## config.mk

```make
export PLATFORM = sky130hd
export DESIGN_NAME = spi_interface
export DESIGN_NICKNAME = d
export VERILOG_FILES = /design/src/rtl/spi_interface.sv
export SDC_FILE = /design/constraint.sdc
export NUM_CORES = 1
export LEC_CHECK = 0
export CORE_ASPECT_RATIO = 0.8
export CORE_MARGIN = 4
export CORE_UTILIZATION = 35
export CTS_BUF_LIST = sky130_fd_sc_hd__clkbuf_8
export CTS_CLUSTER_SIZE = 12
export DETAILED_ROUTE_END_ITERATION = 6
export GPL_ROUTABILITY_DRIVEN = 1
export GPL_TIMING_DRIVEN = 0
export MAX_ROUTING_LAYER = met4
export SYNTH_ARGS = -nofsm -noshare
export SYNTH_HDL_FRONTEND = slang
export SYNTH_SLANG_ARGS = --single-unit
```

## constraint.sdc

```tcl
create_clock -name clk -period 6.2 [get_ports clk]
set_clock_uncertainty 0.05 [all_clocks]
set_input_delay 1.24 -clock clk [delete_from_list [all_inputs] [get_ports clk]]
set_output_delay 1.24 -clock clk [all_outputs]
set_load 0.01 [all_outputs]
```

## src/rtl/spi_interface.sv

```systemverilog
`default_nettype none
// ============================================================================
// Module   : spi_interface
// Brief    : Mode-0 SPI slave, oversampled in clk, bridging 32-bit SPI words
//            to/from host2fpga / fpga2host AXI-Stream channels.
// Revision : 1.0
// ============================================================================
module spi_interface (
  input  logic        clk,
  input  logic        rst,
  input  logic        spi_clk,
  input  logic        spi_cs,
  input  logic        spi_frame,
  input  logic        spi_mosi,
  output logic        spi_miso,
  output logic [31:0] interf_host2fpga_tdata,
  output logic        interf_host2fpga_tvalid,
  output logic        interf_host2fpga_tlast,
  input  logic        interf_host2fpga_tready,
  input  logic [31:0] interf_fpga2host_tdata,
  input  logic        interf_fpga2host_tvalid,
  input  logic        interf_fpga2host_tlast,
  output logic        interf_fpga2host_tready,
  output logic        spi_int,
  input  logic [9:0]  fpga2host_fifo_filled,
  input  logic [9:0]  host2fpga_fifo_empty,
  input  logic        err_outfifo_overflow_pulse
);

  localparam logic [7:0]  c_ESC_BYTE = 8'hE5;
  localparam logic [31:0] c_LIT_ESC  = 32'hE580_0000;

  typedef enum logic [1:0] {
    K_STATUS = 2'd0,
    K_DATA   = 2'd1,
    K_ESC    = 2'd2
  } kind_t;

  logic [1:0]  sclk_sync_q, cs_sync_q, frame_sync_q, mosi_sync_q;
  logic        sclk_prev_q, cs_prev_q;
  logic [4:0]  bitcnt_q, bitcnt_d;
  logic [31:0] rx_q, rx_d;
  logic [32:0] tx_q, tx_d;
  kind_t       kind_q, kind_d;
  logic [31:0] cur_q, cur_d;
  logic        cur_err_q, cur_err_d;
  logic        pend_vld_q, pend_vld_d;
  logic        pend_esc_q, pend_esc_d;
  logic [31:0] pend_q, pend_d;
  logic        h2f_vld_q, h2f_vld_d;
  logic [31:0] h2f_q, h2f_d;
  logic        f2h_rdy_q, f2h_rdy_d;
  logic        err_q, err_d;
  logic        int_q, int_d;

  logic        w_cs_act, w_rise, w_fall, w_cs_fall, w_cs_rise;
  logic [4:0]  w_cnt;
  logic        w_done, w_load, w_overrun, w_err_clr;
  logic [31:0] w_rx_word, w_status, w_sel_word;
  logic        w_unused;

  assign w_unused  = interf_fpga2host_tlast;

  assign w_cs_act  = ~cs_sync_q[1];
  assign w_rise    = w_cs_act &  sclk_sync_q[1] & ~sclk_prev_q;
  assign w_fall    = w_cs_act & ~sclk_sync_q[1] &  sclk_prev_q;
  assign w_cs_fall =  cs_prev_q & ~cs_sync_q[1];
  assign w_cs_rise = ~cs_prev_q &  cs_sync_q[1];
  // A frame marker on this bit restarts the word count at bit 0
  assign w_cnt     = frame_sync_q[1] ? 5'd0 : bitcnt_q;
  assign w_done    = w_rise & (w_cnt == 5'd31);
  assign w_load    = w_cs_fall | w_done;
  assign w_rx_word = {rx_q[30:0], mosi_sync_q[1]};
  assign w_overrun = w_done & h2f_vld_q & ~interf_host2fpga_tready;
  assign w_err_clr = w_done & (kind_q == K_STATUS) & cur_err_q;
  assign err_d     = (err_q & ~w_err_clr) | err_outfifo_overflow_pulse | w_overrun;
  assign w_status  = {c_ESC_BYTE, 1'b0, err_d, host2fpga_fifo_empty,
                      fpga2host_fifo_filled, 2'b00};
  assign int_d     = interf_fpga2host_tvalid | err_d;

  always_comb begin
    bitcnt_d   = bitcnt_q;
    rx_d       = rx_q;
    tx_d       = tx_q;
    kind_d     = kind_q;
    cur_d      = cur_q;
    cur_err_d  = cur_err_q;
    pend_vld_d = pend_vld_q;
    pend_esc_d = pend_esc_q;
    pend_d     = pend_q;
    h2f_vld_d  = h2f_vld_q & ~interf_host2fpga_tready;
    h2f_d      = h2f_q;
    f2h_rdy_d  = 1'b0;
    w_sel_word = w_status;

    if (w_rise) begin
      rx_d     = w_rx_word;
      bitcnt_d = w_cnt + 5'd1;
    end
    if (w_fall) begin
      tx_d = {tx_q[31:0], 1'b0};
    end
    if (w_done && !w_overrun) begin
      h2f_vld_d = 1'b1;
      h2f_d     = w_rx_word;
    end

    if (w_load) begin
      if (pend_vld_q && pend_esc_q) begin
        w_sel_word = c_LIT_ESC;
        kind_d     = K_ESC;
        pend_esc_d = 1'b0;
      end else if (pend_vld_q) begin
        w_sel_word = pend_q;
        kind_d     = K_DATA;
        cur_d      = pend_q;
        pend_vld_d = 1'b0;
      end else if (interf_fpga2host_tvalid) begin
        f2h_rdy_d = 1'b1;
        if (interf_fpga2host_tdata[31:24] == c_ESC_BYTE) begin
          w_sel_word = c_LIT_ESC;
          kind_d     = K_ESC;
          pend_d     = interf_fpga2host_tdata;
          pend_vld_d = 1'b1;
          pend_esc_d = 1'b0;
        end else begin
          w_sel_word = interf_fpga2host_tdata;
          kind_d     = K_DATA;
          cur_d      = interf_fpga2host_tdata;
        end
      end else begin
        kind_d    = K_STATUS;
        cur_err_d = err_d;
      end
      // tx_q[32] drives MISO: at a word boundary the last bit of the current
      // word stays on the pin until the falling edge shifts the new MSB in.
      tx_d = w_cs_fall ? {w_sel_word, 1'b0} : {tx_q[32], w_sel_word};
    end

    if (w_cs_fall) begin
      bitcnt_d = 5'd0;
    end

    if (w_cs_rise) begin
      tx_d      = '0;
      bitcnt_d  = 5'd0;
      kind_d    = K_STATUS;
      cur_err_d = 1'b0;
      if (kind_q == K_DATA) begin
        pend_vld_d = 1'b1;
        pend_d     = cur_q;
        pend_esc_d = 1'b0;
      end else if (kind_q == K_ESC) begin
        pend_esc_d = 1'b1;
      end
    end
  end

  always_ff @(posedge clk or posedge rst) begin
    if (rst) begin
      sclk_sync_q  <= 2'b00;
      cs_sync_q    <= 2'b11;
      frame_sync_q <= 2'b00;
      mosi_sync_q  <= 2'b00;
      sclk_prev_q  <= 1'b0;
      cs_prev_q    <= 1'b1;
      bitcnt_q     <= 5'd0;
      rx_q         <= '0;
      tx_q         <= '0;
      kind_q       <= K_STATUS;
      cur_q        <= '0;
      cur_err_q    <= 1'b0;
      pend_vld_q   <= 1'b0;
      pend_esc_q   <= 1'b0;
      pend_q       <= '0;
      h2f_vld_q    <= 1'b0;
      h2f_q        <= '0;
      f2h_rdy_q    <= 1'b0;
      err_q        <= 1'b0;
      int_q        <= 1'b0;
    end else begin
      sclk_sync_q  <= {sclk_sync_q[0], spi_clk};
      cs_sync_q    <= {cs_sync_q[0], spi_cs};
      frame_sync_q <= {frame_sync_q[0], spi_frame};
      mosi_sync_q  <= {mosi_sync_q[0], spi_mosi};
      sclk_prev_q  <= sclk_sync_q[1];
      cs_prev_q    <= cs_sync_q[1];
      bitcnt_q     <= bitcnt_d;
      rx_q         <= rx_d;
      tx_q         <= tx_d;
      kind_q       <= kind_d;
      cur_q        <= cur_d;
      cur_err_q    <= cur_err_d;
      pend_vld_q   <= pend_vld_d;
      pend_esc_q   <= pend_esc_d;
      pend_q       <= pend_d;
      h2f_vld_q    <= h2f_vld_d;
      h2f_q        <= h2f_d;
      f2h_rdy_q    <= f2h_rdy_d;
      err_q        <= err_d;
      int_q        <= int_d;
    end
  end

  assign spi_miso                = tx_q[32];
  assign interf_host2fpga_tdata  = h2f_q;
  assign interf_host2fpga_tvalid = h2f_vld_q;
  assign interf_host2fpga_tlast  = 1'b0;
  assign interf_fpga2host_tready = f2h_rdy_q;
  assign spi_int                 = int_q;

endmodule
`default_nettype wire

```

==> flow_summary.ini <==
[grt]
antenna_found_initial = 0
grt_max_degree = 40
grt_use_total_pct = 18.2
grt_pass1_vias = 7022
grt_pass1_wl_mm = 38.6
grt_overflow = 0

[yosys]
ys_ff_latch = 184
yosys.cell_types.count = 60
synth_edf_count = 0
syn_avg_cell_area_um2 = 10.2
netlist_area_um2 = 8620
seq_area_frac_synth_pct = 53.4
dominantRegCellSynth = dfrtp_1
synth.net_count = 911
yosys_warnings = 0
async_flop_share_pct = 100
syn-instance-count = 845

[floorplan]
rows = 51
core_um2 = 24300
io_pins = 99
start_util_pct = 35.5
fp.dieW_um = 183
die_h_um = 148
dieArea_um2 = 27200

[timing]
finalHoldViolCount = 0
max_slew_margin_pct = 37.8
fin_tns_setup_ns = 0
fmax_ghz = 0.336
final.period_utilization_pct = 48.0
setup_viol_count_final = 0
tightest_slew_ns = 0.933
slew_viol_final = 0
rsz0062_at_grt = false
min_period_ns = 2.97

[route]
routedWlPerCell_um = 18.1
first_pass_iters = 6
routed_wl_mm = 23.5
route.vias.total = 6817
vias_per_cell = 5.26
postRouteAntennaNets = 0
drtIter0Drc = 481
drc = 0

[final_layout]
mostFrequentLayoutCells = dfrtp_1 (181), nand2_1 (125), nor2_1 (98)
antennaDiodeCount = 0
nFillCells = 2398
mostFrequentLayoutCell = dfrtp_1
layout-drive-gt1-share_pct = 9.92
nNetsFinal = 1031
area_growth_pct = 22.0
final_core_util_pct = 43.3

[clock_network]
cts_resized = 0
cts_sinks = 184
root_buffer = clkbuf_8
postCtsSetupBuffers = 0
cts_tree = built
cts_made_buffers = 17
clk_pin_slew_ns = 0.11
htree_levels = 4
clock_latency_ns = 0.48
ctsHoldBuffers = 0
ctsLongestPathBuffers = 2

[outcome]
status = complete, no violations

[setup_path]
crit_path_end_kind = flop
cp.arrival_ns = 3.32
startpoint_type = primary input
path_max_fanout = 10
required_ns = 6.55
path_class = in -> reg

[job]
cap_violations = 0

[place]
post-dp-hpwl_mm = 16.6
gp_congestion = 0.871
port_buffers = 96

[pwr]
ir_worst_vdd_mv = 0.153
power.density_nw_per_um2 = 292
p_leak_nw = 4.76

[worst_hold_path]
hp-class = reg -> reg
==> layout make-up <==
class	instances	area (um2)	area share [%]
plain buffers	58	300	2.86
clock buffers	17	234	2.22
flip-flops and latches	184	4610	43.8
inverters	15	60.1	0.571
clock inverters	15	196	1.87
well taps	318	398	3.78
multi-input cells	588	3660	34.8
repair buffers	101	1060	10.1
==> path summary, 6_finish.rpt <==
kind	from	endpoint	slack, ns	cells after the start
min in group asynchronous	rst	cur_q[27]$_DFFE_PP0P_	1.16	2
worst max register to register	bitcnt_q[0]$_DFFE_PP0P_	tx_q[9]$_DFFE_PP0P_	3.48	9
worst min register to register	sclk_sync_q[0]$_DFF_PP0_	sclk_sync_q[1]$_DFF_PP0_	0.31	0
max in group asynchronous	rst	rx_q[25]$_DFFE_PP0P_	3.92	5
worst min-delay path	sclk_sync_q[0]$_DFF_PP0_	sclk_sync_q[1]$_DFF_PP0_	0.31	0
worst max-delay path	interf_fpga2host_tvalid	tx_q[15]$_DFFE_PP0P_	3.23	7
==> synthesized netlist by cell type, drive strengths merged, types with 4 or more instances <==
cell	count	area share (%)
nand3	9	0.58
nor2b	5	0.36
nor2	101	4.5
clkbuf	20	0.87
o221ai	4	0.41
o21ai	22	1.3
a21boi	15	1.3
o2bb2ai	15	1.5
a211oi	22	1.9
a31oi	8	0.58
o22ai	19	1.4
a21o	4	0.35
a22o	7	0.71
nand2b	8	0.67
dfrtp	181	53
a22oi	19	1.7
ha	4	0.58
a222oi	4	0.46
mux2i	57	6.6
a21oi	71	4.2
nand2	127	5.6
mux2	35	4.6
buf	38	2.6
inv	15	0.65
==> sequential cells by signal, indices dropped and copies added, names as in the netlist, 2 cells and up <==
| signal | flops |
|---|---|
| bitcnt_q | 5 |
| cs_sync_q | 2 |
| cur_q | 32 |
| frame_sync_q | 2 |
| interf_host2fpga_tdata | 32 |
| kind_q | 2 |
| mosi_sync_q | 2 |
| pend_q | 32 |
| rx_q | 31 |
| sclk_sync_q | 2 |
| tx_q | 33 |
==> cell families after synthesis <==
| logic type | share of synthesized area [%] |
|---|---|
| compound gates | 17.0 |
| fa+ha+maj | 0.580 |
| flops | 53.4 |
| other cells | 0.0435 |
| simple gates | 13.4 |
| mux | 11.4 |
| buf+inv | 4.14 |
==> per-stage QoR <==
stage                     area [um2]  hold WS [ns]  setup WS [ns]  power (mW)  cells
after detailed placement       10100         0.285           2.77        2.22   1264
after CTS                      10500         0.311           3.27        3.10   1296
after global placement          9990         0.282          0.885        2.20   1259
after floorplan                 8630         0.281           2.55        2.00    845
final                          10500         0.310           3.23        3.07   1296
after global routing           10500         0.316           3.16        3.26   1296
==> critical path, cell delays in order <==
cell             delay (ns)
clkdlybuf4s50_1        0.57
nor2_1                 0.53
buf_2                  0.40
nand2_1                0.14
o21ai_0                0.11
o221ai_1               0.14
a31oi_1                0.19
==> where the power goes <==
| group | leakage, nW | switching (mW) | internal (mW) |
|---|---|---|---|
| combinational | 2.31 | 0.344 | 0.290 |
| clock | 0.214 | 0.518 | 0.352 |
| sequential | 2.24 | 0.147 | 1.42 |
==> metal layers <==
| layer | track usage [%] | vias up | share of wire [%] |
|---|---|---|---|
| li1 | - | 3224 | - |
| met1 | 26.6 | 3368 | 50 |
| met2 | 26.1 | 209 | 43 |
| met3 | 4.45 | 16 | 6.4 |
| met4 | 3.28 | 0 | 0.81 |
| met5 | - | - | 0 |
Power figures use the tool's default switching activity.
